**config.mk**
```make
export PLATFORM = sky130hd
export DESIGN_NAME = sw_capture_sequencer
export DESIGN_NICKNAME = d
export VERILOG_FILES = /design/src/rtl/sw_capture_sequencer.sv
export SDC_FILE = /design/constraint.sdc
export NUM_CORES = 1
export LEC_CHECK = 0
export ABC_AREA = 1
export BUFFER_PORTS_ARGS = -buffer_cell sky130_fd_sc_hd__buf_4
export CAP_MARGIN = 20
export CORE_MARGIN = 4
export CORE_UTILIZATION = 55
export DETAILED_ROUTE_END_ITERATION = 12
export PLACE_DENSITY = 0.78
export REMOVE_ABC_BUFFERS = 1
export SLEW_MARGIN = 20
export SYNTH_ARGS = -nofsm -noshare
export SYNTH_HDL_FRONTEND = slang
export SYNTH_SLANG_ARGS = --single-unit
```
**constraint.sdc**
```tcl
create_clock -name user_clk -period 4.3 [get_ports user_clk]
set_clock_uncertainty 0.15 [all_clocks]
set_input_delay 0.645 -clock user_clk [delete_from_list [all_inputs] [get_ports user_clk]]
set_output_delay 0.645 -clock user_clk [all_outputs]
set_load 0.01 [all_outputs]
```
**src/rtl/sw_capture_sequencer.sv**
```systemverilog
// rtl/sw_capture_sequencer.sv - control-word qualified snapshot capture sequencer (optional TRIG_DELAY_EN)
module sw_capture_sequencer #(
  parameter int ADDR_W     = 10,
  parameter int STABLE_CYC = 2
) (
  input  logic              user_clk,
  input  logic              user_rst,
  input  logic [31:0]       ctrl_word,
  input  logic              trig_in,
  output logic              bram_we,
  output logic [ADDR_W-1:0] bram_addr,
  output logic              busy,
  output logic              done,
  output logic [31:0]       status_word
);
  localparam int            SC       = (STABLE_CYC < 1) ? 1 : STABLE_CYC;
  localparam int            CW       = $clog2(SC + 1);
  localparam logic [CW-1:0] STAB_MAX = CW'(SC);
  localparam int            MAXLEN   = (1 << ADDR_W) - 1;

  localparam logic [1:0] S_IDLE = 2'd0;
  localparam logic [1:0] S_WAIT = 2'd1;
  localparam logic [1:0] S_CAP  = 2'd2;
  localparam logic [1:0] S_DONE = 2'd3;

  // Qualification of the software word
  logic [31:0]       ctrl_q;
  logic [CW-1:0]     stab_q, stab_d;
  logic              stable;
  logic              q_arm_q, q_clr_q, q_cont_q;
  logic              arm_prev_q, clr_prev_q;
  logic [15:0]       q_len_q;
  logic              arm_pulse, clr_pulse;
  logic [ADDR_W-1:0] len_sat;

  // Capture state machine and registered outputs
  logic [1:0]        state_q, state_d;
  logic [ADDR_W-1:0] addr_q, addr_d, len_q, len_d;
  logic              done_q, done_d, we_q, we_d, busy_q, busy_d;
  logic [15:0]       count_q, count_d;
  logic [31:0]       status_q, status_d;
  logic              go_cap;

`ifdef TRIG_DELAY_EN
  logic [7:0] q_dly_q;
  logic       dly_act_q, dly_act_d;
  logic [7:0] dly_cnt_q, dly_cnt_d;
  logic       start_dly;
`endif

  assign stable = (stab_q == STAB_MAX);

  // Count consecutive identical registered samples, saturating once the word is trusted
  always_comb begin
    stab_d = stab_q;
    if (ctrl_word != ctrl_q) stab_d = CW'(1);
    else if (!stable)        stab_d = stab_q + CW'(1);
  end

  // Sample the word, accept it once stable, and remember last qualified bits for edge detect
  always_ff @(posedge user_clk or posedge user_rst) begin
    if (user_rst) begin
      ctrl_q     <= '0;
      stab_q     <= '0;
      q_arm_q    <= 1'b0;
      q_clr_q    <= 1'b0;
      q_cont_q   <= 1'b0;
      q_len_q    <= '0;
      arm_prev_q <= 1'b0;
      clr_prev_q <= 1'b0;
`ifdef TRIG_DELAY_EN
      q_dly_q    <= '0;
`endif
    end else begin
      ctrl_q     <= ctrl_word;
      stab_q     <= stab_d;
      arm_prev_q <= q_arm_q;
      clr_prev_q <= q_clr_q;
      if (stable) begin
        q_arm_q  <= ctrl_q[0];
        q_clr_q  <= ctrl_q[1];
        q_cont_q <= ctrl_q[2];
        q_len_q  <= ctrl_q[31:16];
`ifdef TRIG_DELAY_EN
        q_dly_q  <= ctrl_q[15:8];
`endif
      end
    end
  end

  assign arm_pulse = q_arm_q & ~arm_prev_q;
  assign clr_pulse = q_clr_q & ~clr_prev_q;
  assign len_sat   = ({1'b0, q_len_q} > 17'(MAXLEN)) ? ADDR_W'(MAXLEN) : ADDR_W'(q_len_q);

`ifdef TRIG_DELAY_EN
  // Leave WAIT_TRIG at the end of the delay count, or directly on a trigger with zero delay
  always_comb begin
    start_dly = !dly_act_q && trig_in && (q_dly_q != 8'd0);
    go_cap    = dly_act_q ? (dly_cnt_q == 8'd1) : (trig_in && (q_dly_q == 8'd0));
  end
`else
  assign go_cap = trig_in;
`endif

  // State and registered outputs
  always_ff @(posedge user_clk or posedge user_rst) begin
    if (user_rst) begin
      state_q   <= S_IDLE;
      addr_q    <= '0;
      len_q     <= '0;
      done_q    <= 1'b0;
      we_q      <= 1'b0;
      busy_q    <= 1'b0;
      count_q   <= '0;
      status_q  <= '0;
`ifdef TRIG_DELAY_EN
      dly_act_q <= 1'b0;
      dly_cnt_q <= '0;
`endif
    end else begin
      state_q   <= state_d;
      addr_q    <= addr_d;
      len_q     <= len_d;
      done_q    <= done_d;
      we_q      <= we_d;
      busy_q    <= busy_d;
      count_q   <= count_d;
      status_q  <= status_d;
`ifdef TRIG_DELAY_EN
      dly_act_q <= dly_act_d;
      dly_cnt_q <= dly_cnt_d;
`endif
    end
  end

  // Next state: clear overrides everything; arm is only honoured from IDLE or DONE
  always_comb begin
    state_d = state_q;
    case (state_q)
      S_IDLE: if (arm_pulse) state_d = S_WAIT;
      S_WAIT: if (go_cap) state_d = S_CAP;
      S_CAP:  if (addr_q == len_q) state_d = S_DONE;
      S_DONE: if (arm_pulse || q_cont_q) state_d = S_WAIT;
      default: state_d = S_IDLE;
    endcase
    if (clr_pulse) state_d = S_IDLE;
  end

  // Datapath and output values loaded alongside the next state
  always_comb begin
    addr_d  = addr_q;
    len_d   = len_q;
    done_d  = done_q;
    count_d = count_q;
    if (clr_pulse) begin
      addr_d  = '0;
      done_d  = 1'b0;
      count_d = '0;
    end else begin
      case (state_q)
        S_IDLE: if (arm_pulse) begin
          addr_d  = '0;
          done_d  = 1'b0;
          count_d = '0;
          len_d   = len_sat;
        end
        S_WAIT: if (state_d == S_CAP) done_d = 1'b0;
        S_CAP: begin
          count_d = 16'(addr_q) + 16'd1;
          if (addr_q == len_q) done_d = 1'b1;
          else                 addr_d = addr_q + ADDR_W'(1);
        end
        S_DONE: if (arm_pulse) begin
          addr_d  = '0;
          done_d  = 1'b0;
          count_d = '0;
          len_d   = len_sat;
        end else if (q_cont_q) begin
          // continuous re-arm keeps done and the last count visible until the next capture starts
          addr_d = '0;
          len_d  = len_sat;
        end
        default: ;
      endcase
    end
    we_d     = (state_d == S_CAP);
    busy_d   = (state_d == S_WAIT) || (state_d == S_CAP);
    status_d = {done_d, busy_d, state_d, 12'b0, count_d};
`ifdef TRIG_DELAY_EN
    dly_act_d = dly_act_q;
    dly_cnt_d = dly_cnt_q;
    if (state_q == S_WAIT) begin
      if (dly_act_q) dly_cnt_d = dly_cnt_q - 8'd1;
      else if (start_dly) begin
        dly_act_d = 1'b1;
        dly_cnt_d = q_dly_q;
      end
    end
    if (state_d != S_WAIT) dly_act_d = 1'b0;
`endif
  end

  assign bram_we     = we_q;
  assign bram_addr   = addr_q;
  assign busy        = busy_q;
  assign done        = done_q;
  assign status_word = status_q;

endmodule

```
== Word-level counts from Yosys, hierarchy flattened ==
Index checks and enable logic that the tools add are counted.

* Register bits after elaboration: 116
* Input port bits: 35
* Logic and storage cells: 74
* Output and inout port bits: 45

* Order comparisons: 1
* $add $sub $neg: 3
* Reductions and logical operators: 8
* Bitwise logic cells: 5
* Equal/unequal tests: 14
* Muxes and demuxes: 27

{| class="wikitable"
|+ Operator list
! operator !! count
|-
| 10-bit 2-to-1 mux || 9
|-
| 16-bit 2-to-1 mux || 2
|-
| 32-bit != test || 1
|-
| 16-bit case mux with 2 select lines || 1
|-
| 10-bit case mux with 3 select lines || 1
|-
| 10-bit case mux with 2 select lines || 1
|-
| 16-bit by 10-bit > comparator with 1-bit output (second input constant) || 1
|-
| 2-bit 2-to-1 mux || 7
|-
| 10-bit by 1-bit adder with 11-bit output (second input constant) || 1
|-
| 10-bit by 1-bit adder with 10-bit output (second input constant) || 1
|-
| 10-bit equality test || 1
|-
| 3-bit != test (second input constant) || 3
|-
| 2-bit equality test (second input constant) || 4
|-
| 2-bit case mux with 4 select lines || 1
|-
| 4-bit AND reduction || 2
|-
| 2-bit by 1-bit equality test with 1-bit output (second input constant) || 2
|-
| 1-bit 2-to-1 mux || 4
|-
| 4-bit != test (second input constant) || 1
|-
| 4-bit nonzero test || 1
|-
| 1-bit NOT || 3
|-
| 1-bit case mux with 3 select lines || 1
|-
| 2-bit by 1-bit adder with 2-bit output (second input constant) || 1
|-
| 1-bit bitwise AND || 2
|-
| 2-bit zero test || 1
|-
| other kinds (5) || 6
|}

== Longest topological paths before layout ==
Gate-level depths: netlist of the first run.

* Word-level depth: 10
* Mapped depth: 16
* Depth with buffers taken out: 15

== Worst setup path after synthesis of the first run ==
No wires, ideal clock.

* Kind: register -> register
* From: register state_q[0]
* To: register status_q[31] (netlist: status_word[31])
* Data arrival time: 1.880 ns
* Cell stages (with the launch flop): 16
* Clock period less this slack: 2.095 ns
* Setup time: 0.065 ns
* Path buffers: 0
* Setup slack: 2.205 ns
* Data required time: 4.085 ns
* Path through: dfrtp_1 > inv_1 > ha_1 > inv_1 > a21oi_2 > nand3_2 > nor2_2 > nand2_4 > nand2_2 > nand2_2 > nand2_1 > nand2_1 > ha_1 > nor2_1 > nand3_1 > nand2_1

* Word-level cells in the longest chain between the ends: 7
* Elaborated cells between the ends (all ways): 15
* Those cells by class: eq/ne (4); mux (9); reduce/logical (2)

{| class="wikitable"
|+ Ends and longest elaborated chain
! what !! RTL line !! text
|-
| from (decl) || 37 || <nowiki>logic [1:0] state_q, state_d;</nowiki>
|-
| from (signal assigned) || 121 || <nowiki>state_q <= state_d;</nowiki>
|-
| 2-bit equality test, or another cell as far along || 139 || <nowiki>case (state_q)</nowiki>
|-
| 2-bit case mux with 4 select lines * || 139 ||
|-
| 2-bit 2-to-1 mux * || 146 || <nowiki>if (clr_pulse) state_d = S_IDLE;</nowiki>
|-
| 2-bit equality test * || - ||
|-
| named net we_d || 39 || <nowiki>logic done_q, done_d, we_q, we_d, busy_q, busy_d;</nowiki>
|-
| 1-bit 2-to-1 mux * || 167 || <nowiki>S_WAIT: if (state_d == S_CAP) done_d = 1'b0;</nowiki>
|-
| 1-bit case mux with 3 select lines * || 160 || <nowiki>case (state_q)</nowiki>
|-
| 1-bit 2-to-1 mux * || 155 || <nowiki>if (clr_pulse) begin</nowiki>
|-
| to (signal assigned) || 128 || <nowiki>status_q <= status_d;</nowiki>
|-
| to (decl) || 41 || <nowiki>logic [31:0] status_q, status_d;</nowiki>
|}

Mark *: on every way through the listed nets, which the timed path passes. The rest lies on a longest branch.
A chain may end at the register's enable or synchronous reset.

== Worst setup path after layout of the first run ==
Same ends and word-level chain as after synthesis.

==> results of run 1 <==
## layout make-up
type / count / share of cell area
Sequential cell: 96 / 0.470
Clock buffer: 9 / 0.0242
Tap cell: 102 / 0.0249
Timing Repair Buffer: 69 / 0.101
Inverter: 53 / 0.0394
Multi-Input combinational cell: 276 / 0.324
Clock inverter: 7 / 0.0164
## cell usage in the layout (no fill, tap or decap), types with 2 or more instances in the layout
cell	instances
a21oi_1	7
a21oi_2	2
a31oi_1	2
buf_4	69
clkbuf_8	9
conb_1	12
dfrtp_1	96
ha_1	7
inv_1	49
inv_2	2
inv_6	3
inv_8	2
mux2_2	12
nand2_1	66
nand2_2	2
nand3_1	24
nand3_2	3
nand4_1	2
nor2_1	28
nor2_2	6
nor3_1	8
o21ai_0	32
o21ai_2	11
o22ai_1	9
o22ai_2	2
or2_2	2
xnor2_1	17
xor2_1	13
## critical path: cells and delay by family (launching register included)
kind	cells	cell delay, ps
fa+ha+maj	2	660
compound gates	1	160
flops	1	440
buf+inv	2	370
simple gates	10	800
## report_power, final
part           switching [mW]  total, mW  internal (mW)
sequential            0.00885      0.926          0.917
clock                   0.333      0.615          0.282
combinational          0.0462     0.0860         0.0398
## flip-flops by register name, summed over array words and instances (netlist names), 2 cells and up
name / flops
count_q: 15
bram_addr: 10
len_q: 10
q_len_q: 16
stab_q: 2
ctrl_q: 32
status_word: 4
## worst paths after layout
kind	startpoint	end	slack (ps)
hold / removal	q_clr_q$_DFFE_PP0N_	clr_prev_q$_DFF_PP0_	240
setup reg to reg	state_q[0]$_DFF_PP0_	status_word[31]$_DFFE_PP0P_	1650
setup / recovery	state_q[0]$_DFF_PP0_	status_word[31]$_DFFE_PP0P_	1650
min in group asynchronous	user_rst	ctrl_q[5]$_DFF_PP0_	260
max in group asynchronous	user_rst	count_q[8]$_DFFE_PP0P_	2810
hold reg to reg	q_clr_q$_DFFE_PP0N_	clr_prev_q$_DFF_PP0_	240
## metal layers
metal	vias to the layer above	track usage	part of all wire
li1	1528	-	-
met1	1470	0.232	0.44
met2	101	0.300	0.49
met3	12	0.0366	0.057
met4	0	0.0756	0.016
met5	-	0	0
## metrics by stage
stage               setup slack (ps)  utilization  instances  hold WS [ps]  power, mW
global placement                1800        0.635        596           206       1.03
detailed placement              1670        0.635        596           218       1.03
floorplan                       1000            -        425           204      0.989
global route                    1450        0.662        612           224       1.69
finish                          1650        0.662        612           236       1.63
CTS                             1650        0.662        612           226       1.65
## cell families after synthesis
| family | after synthesis | synth area share |
|---|---|---|
| AOI/OAI and AO/OA | 67 | 0.0960 |
| buffers and inverters | 76 | 0.0802 |
| DFF | 96 | 0.550 |
| muxes | 12 | 0.0309 |
| and+or+nand+nor | 147 | 0.159 |
| other | 1 | 0.000859 |
| xor gates and xnor gates | 30 | 0.0602 |
| adders and majority gates | 8 | 0.0229 |
==> results.toml, run 1 <==
[timing]
max_freq_mhz = 377
finalSetupTns_ps = 0
worst_pin_slew_ps = 718
rsz0062_at_grt = "false"
drv_slew = 0
period_needed_ps = 2650
relSlewSlack = 0.522
setup_viol = 0
hold_violations = 0
final.period_utilization = 0.617

[synth]
yosysSeqAreaShare = 0.550
ys_ff_latch = 96
ys.flop_type = "dfrtp_1"
synth-edff-count = 0
synth_area_leader_cell = "dfrtp_1"
syn_area_um2 = 4370
async_flop_share = 1.00
ys_types = 36
synth_area_leaders = "dfrtp_1 (55%), nand2_1 (5.7%), inv_1 (4.3%)"
yosysMostFrequentCell = "dfrtp_1"
yosysTopAreaCellShare = 0.550
synth_common_cells = "dfrtp_1 (96), nand2_1 (66), inv_1 (50)"
syn_avg_cell_area_um2 = 10.0
yosys_warnings = 0
syn-instance-count = 437

[route]
drt_iter0_drc = 79
post_drt_wl_per_cell_um = 13.3
drc = 0
route.detailed.vias_per_inst = 5.08
num_vias = 3111
ant_nets = 0
dr.pass1.iters = 4
wl_um = 8160

[floorplan]
die_w_um = 97.1
num_rows = 32
die-area_um2 = 9430
ios = 80
fp.dieH_um = 97.1
coreArea_um2 = 7730
start_util = 0.565

[clock_tree]
cts-resized-gates = 0
hold_buffers = 0
clkSinkCount = 96
clkSlewWorstSetupHoldPaths_ps = 100
insertion_delay_ps = 360
clockBufferDepth = 2
root_buffer = "clkbuf_8"
cts_setup_buffers = 0
numCtsBuffers = 9
cts_tree = "built"
htreeDepth = 3

[place]
io_buffers = 67
gp_congestion = 0.882
placed_cell_area_um2 = 4910
dp_hpwl_um = 6050

[worst_setup_path]
reg2reg_depth = 15
cp-end-kind = "flip-flop"
slowest_delay_ps = 450
critPathArrivalTime_ps = 2800
cp_data_required_time_ps = 4450
crit_slowest_cell = "ha_1"
path_common_cell = "nand2_1"
worstPathCellList = "inv_1 -> ha_1 -> inv_1 -> a21oi_2 -> nand3_2 -> nor2_2 -> nand2_4 -> nand2_2 -> nand2_2 -> nand2_1 -> nand2_1 -> ha_1 -> nor2_1 -> nand3_1 -> nand2_1"
crit_path_max_fanout = 11
path_class = "flip-flop to flip-flop"
start_kind = "flip-flop"

[global_route]
grt_pass1_wl_um = 14000
grt_usage = 0.181
gr-total-overflow = 0
antenna_found_initial = 0
grt_max_degree = 62
grt_pass1_vias = 3031

[outcome]
status = "finished, final reports clean"

[worst_hold_path]
hold_path.class = "flip-flop to flip-flop"
min_path_cells = 0

[flow_run]
cap_violations = 0

[power]
power.leakage_nw = 2.46
peakVddDrop_mv = 0.266
powerDensity_nw_per_um2 = 318

[cells_and_area]
design_area_um2 = 5120
nets = 548
seqCellArea_um2 = 2400
multiInputGateArea_um2 = 1660
diodes = 0
drive_gt1_frac = 0.265
nFillCells = 631
syn_to_final_growth_pct = 17.1
(Power assumes the default switching activity.)
==> run 2: changes to the inputs <==
==> constraint.sdc (replaced) <==
create_clock -name user_clk -period 2.5 [get_ports user_clk]
set_clock_uncertainty 0.15 [all_clocks]
set_input_delay 0.375 -clock user_clk [delete_from_list [all_inputs] [get_ports user_clk]]
set_output_delay 0.375 -clock user_clk [all_outputs]
set_load 0.01 [all_outputs]
==> run 2 against run 1 <==
Compared with the run above: sequential share of layout area shrank 3.1 points; fmax grew 17%; via count rose by 3.8%; first-iteration DRC count rose by 34%; cell count rose by 5.9%; register-to-register slack lost 1400 ps; critical endpoint unchanged; largest power group unchanged.
==> results.toml, run 2 (same netlist as run 1, synthesis figures left out) <==
[cells_and_area]
largest_register = "ctrl_q"
nets = 586
final_cell_mix = "dfrtp_1 (96), buf_4 (73), nand2_1 (66), inv_1 (49), dlygate4sd3_1 (33)"
reg_top3 = "ctrl_q x32, q_len_q x16, count_q x15"
drive_gt1_frac = 0.251
utilization = 0.709
nFillCells = 567
layout_commonest_cell = "dfrtp_1"
largest_reg_flops = 32
diodes = 0
design_area_um2 = 5480
syn_to_final_growth_pct = 25.4

[clock_tree]
clkSlewWorstSetupHoldPaths_ps = 90
htreeDepth = 3
insertion_delay_ps = 350
cts-resized-gates = 0
hold_buffers = 33
clkSinkCount = 96
root_buffer = "clkbuf_8"
cts_tree = "built"
numCtsBuffers = 9
cts_setup_buffers = 0
clockBufferDepth = 2

[timing]
setup_viol = 0
worst_pin_slew_ps = 653
final.period_utilization = 0.907
hold_violations = 0
max_freq_mhz = 441
relSlewSlack = 0.565
period_needed_ps = 2270
drv_slew = 0
rsz0062_at_grt = "false"

[route]
num_vias = 3228
post_drt_wl_per_cell_um = 13.5
wl_um = 8740
drt_iter0_drc = 106
dr.pass1.iters = 4
drc = 0
ant_nets = 0
route.detailed.vias_per_inst = 4.98

[power]
power.leakage_nw = 2.62
powerDensity_nw_per_um2 = 510
peakVddDrop_mv = 0.334

[worst_setup_path]
start_kind = "flip-flop"
cp_top_family = "simple AND/OR/NAND/NOR gates"
worstPathCellList = "inv_1 -> ha_1 -> inv_1 -> a21oi_2 -> nand3_2 -> nor2_2 -> nand2_4 -> nand2_2 -> nand2_2 -> nand2_1 -> nand2_1 -> ha_1 -> nor2_1 -> nand3_1 -> nand2_1"
cp-end-kind = "flip-flop"
crit_path_max_fanout = 6
crit_slowest_cell = "dfrtp_1"
critPathArrivalTime_ps = 2410
cp_data_required_time_ps = 2640
path_common_cell = "nand2_1"
critical_path_buf_inv_count = 2
slowest_delay_ps = 440
path_class = "flip-flop to flip-flop"
rrSetupSlack_ps = 230

[floorplan]
fp.dieH_um = 97.1
ios = 80
start_util = 0.565
coreArea_um2 = 7730
die_w_um = 97.1
die-area_um2 = 9430
num_rows = 32

[flow_run]
cap_violations = 0

[place]
dp_hpwl_um = 6310
gp_congestion = 0.873
io_buffers = 67
placed_cell_area_um2 = 4960

[outcome]
status = "finished, final reports clean"

[global_route]
grt_pass1_wl_um = 15400
grt_max_degree = 42
gr-total-overflow = 0
grt_usage = 0.198
antenna_found_initial = 0
grt_pass1_vias = 3293

[worst_hold_path]
hold_path.class = "input pin to flip-flop"
[run 2: tightest hold or removal path: stages]
cell,delay (ps)
buf_4,90
o21ai_0,90
nand2_2,90
a21oi_2,50
[run 2: routing by layer]
layer / share of wire / global-route usage / vias up
met3: 0.050 / 0.0373 / 15
met2: 0.51 / 0.340 / 96
met4: 0.017 / 0.0713 / 0
met5: 0 / 0 / -
li1: - / - / 1594
met1: 0.43 / 0.249 / 1523
[run 2: worst paths after layout]
check | startpoint | end | cells past startpoint
setup / recovery | state_q[0]$_DFF_PP0_ | status_word[31]$_DFFE_PP0P_ | 15
hold / removal | trig_in | state_q[0]$_DFF_PP0_ | 4
setup reg to reg | state_q[0]$_DFF_PP0_ | status_word[31]$_DFFE_PP0P_ | 15
hold reg to reg | q_arm_q$_DFFE_PP0N_ | arm_prev_q$_DFF_PP0_ | 0
max in group asynchronous | user_rst | count_q[2]$_DFFE_PP0P_ | 4
min in group asynchronous | user_rst | ctrl_q[26]$_DFF_PP0_ | 3
[run 2: through the flow]
step	setup WS (ps)	std cells	total power, mW	hold WS [ps]	TNS [ps]
global placement	363	601	1.77	205	0
detailed placement	243	601	1.78	217	0
global route	89.8	648	2.91	253	0
finish	232	648	2.79	225	0
floorplan	-530	425	1.70	204	-50920
CTS	228	648	2.82	202	0
[run 2: area by class of cell]
cell class,count,area (um2),share of cell area
clock buffers,10,138,0.0251
clock inverters,4,55.1,0.0100
inverters,53,201,0.0368
multi-input cells,276,1660,0.302
flip-flops and latches,96,2400,0.438
well taps,102,128,0.0233
repair buffers,107,898,0.164
[run 2: where the power goes]
part	internal [mW]	switching, mW
logic	0.105	0.0879
clock network	0.485	0.522
registers	1.58	0.0152
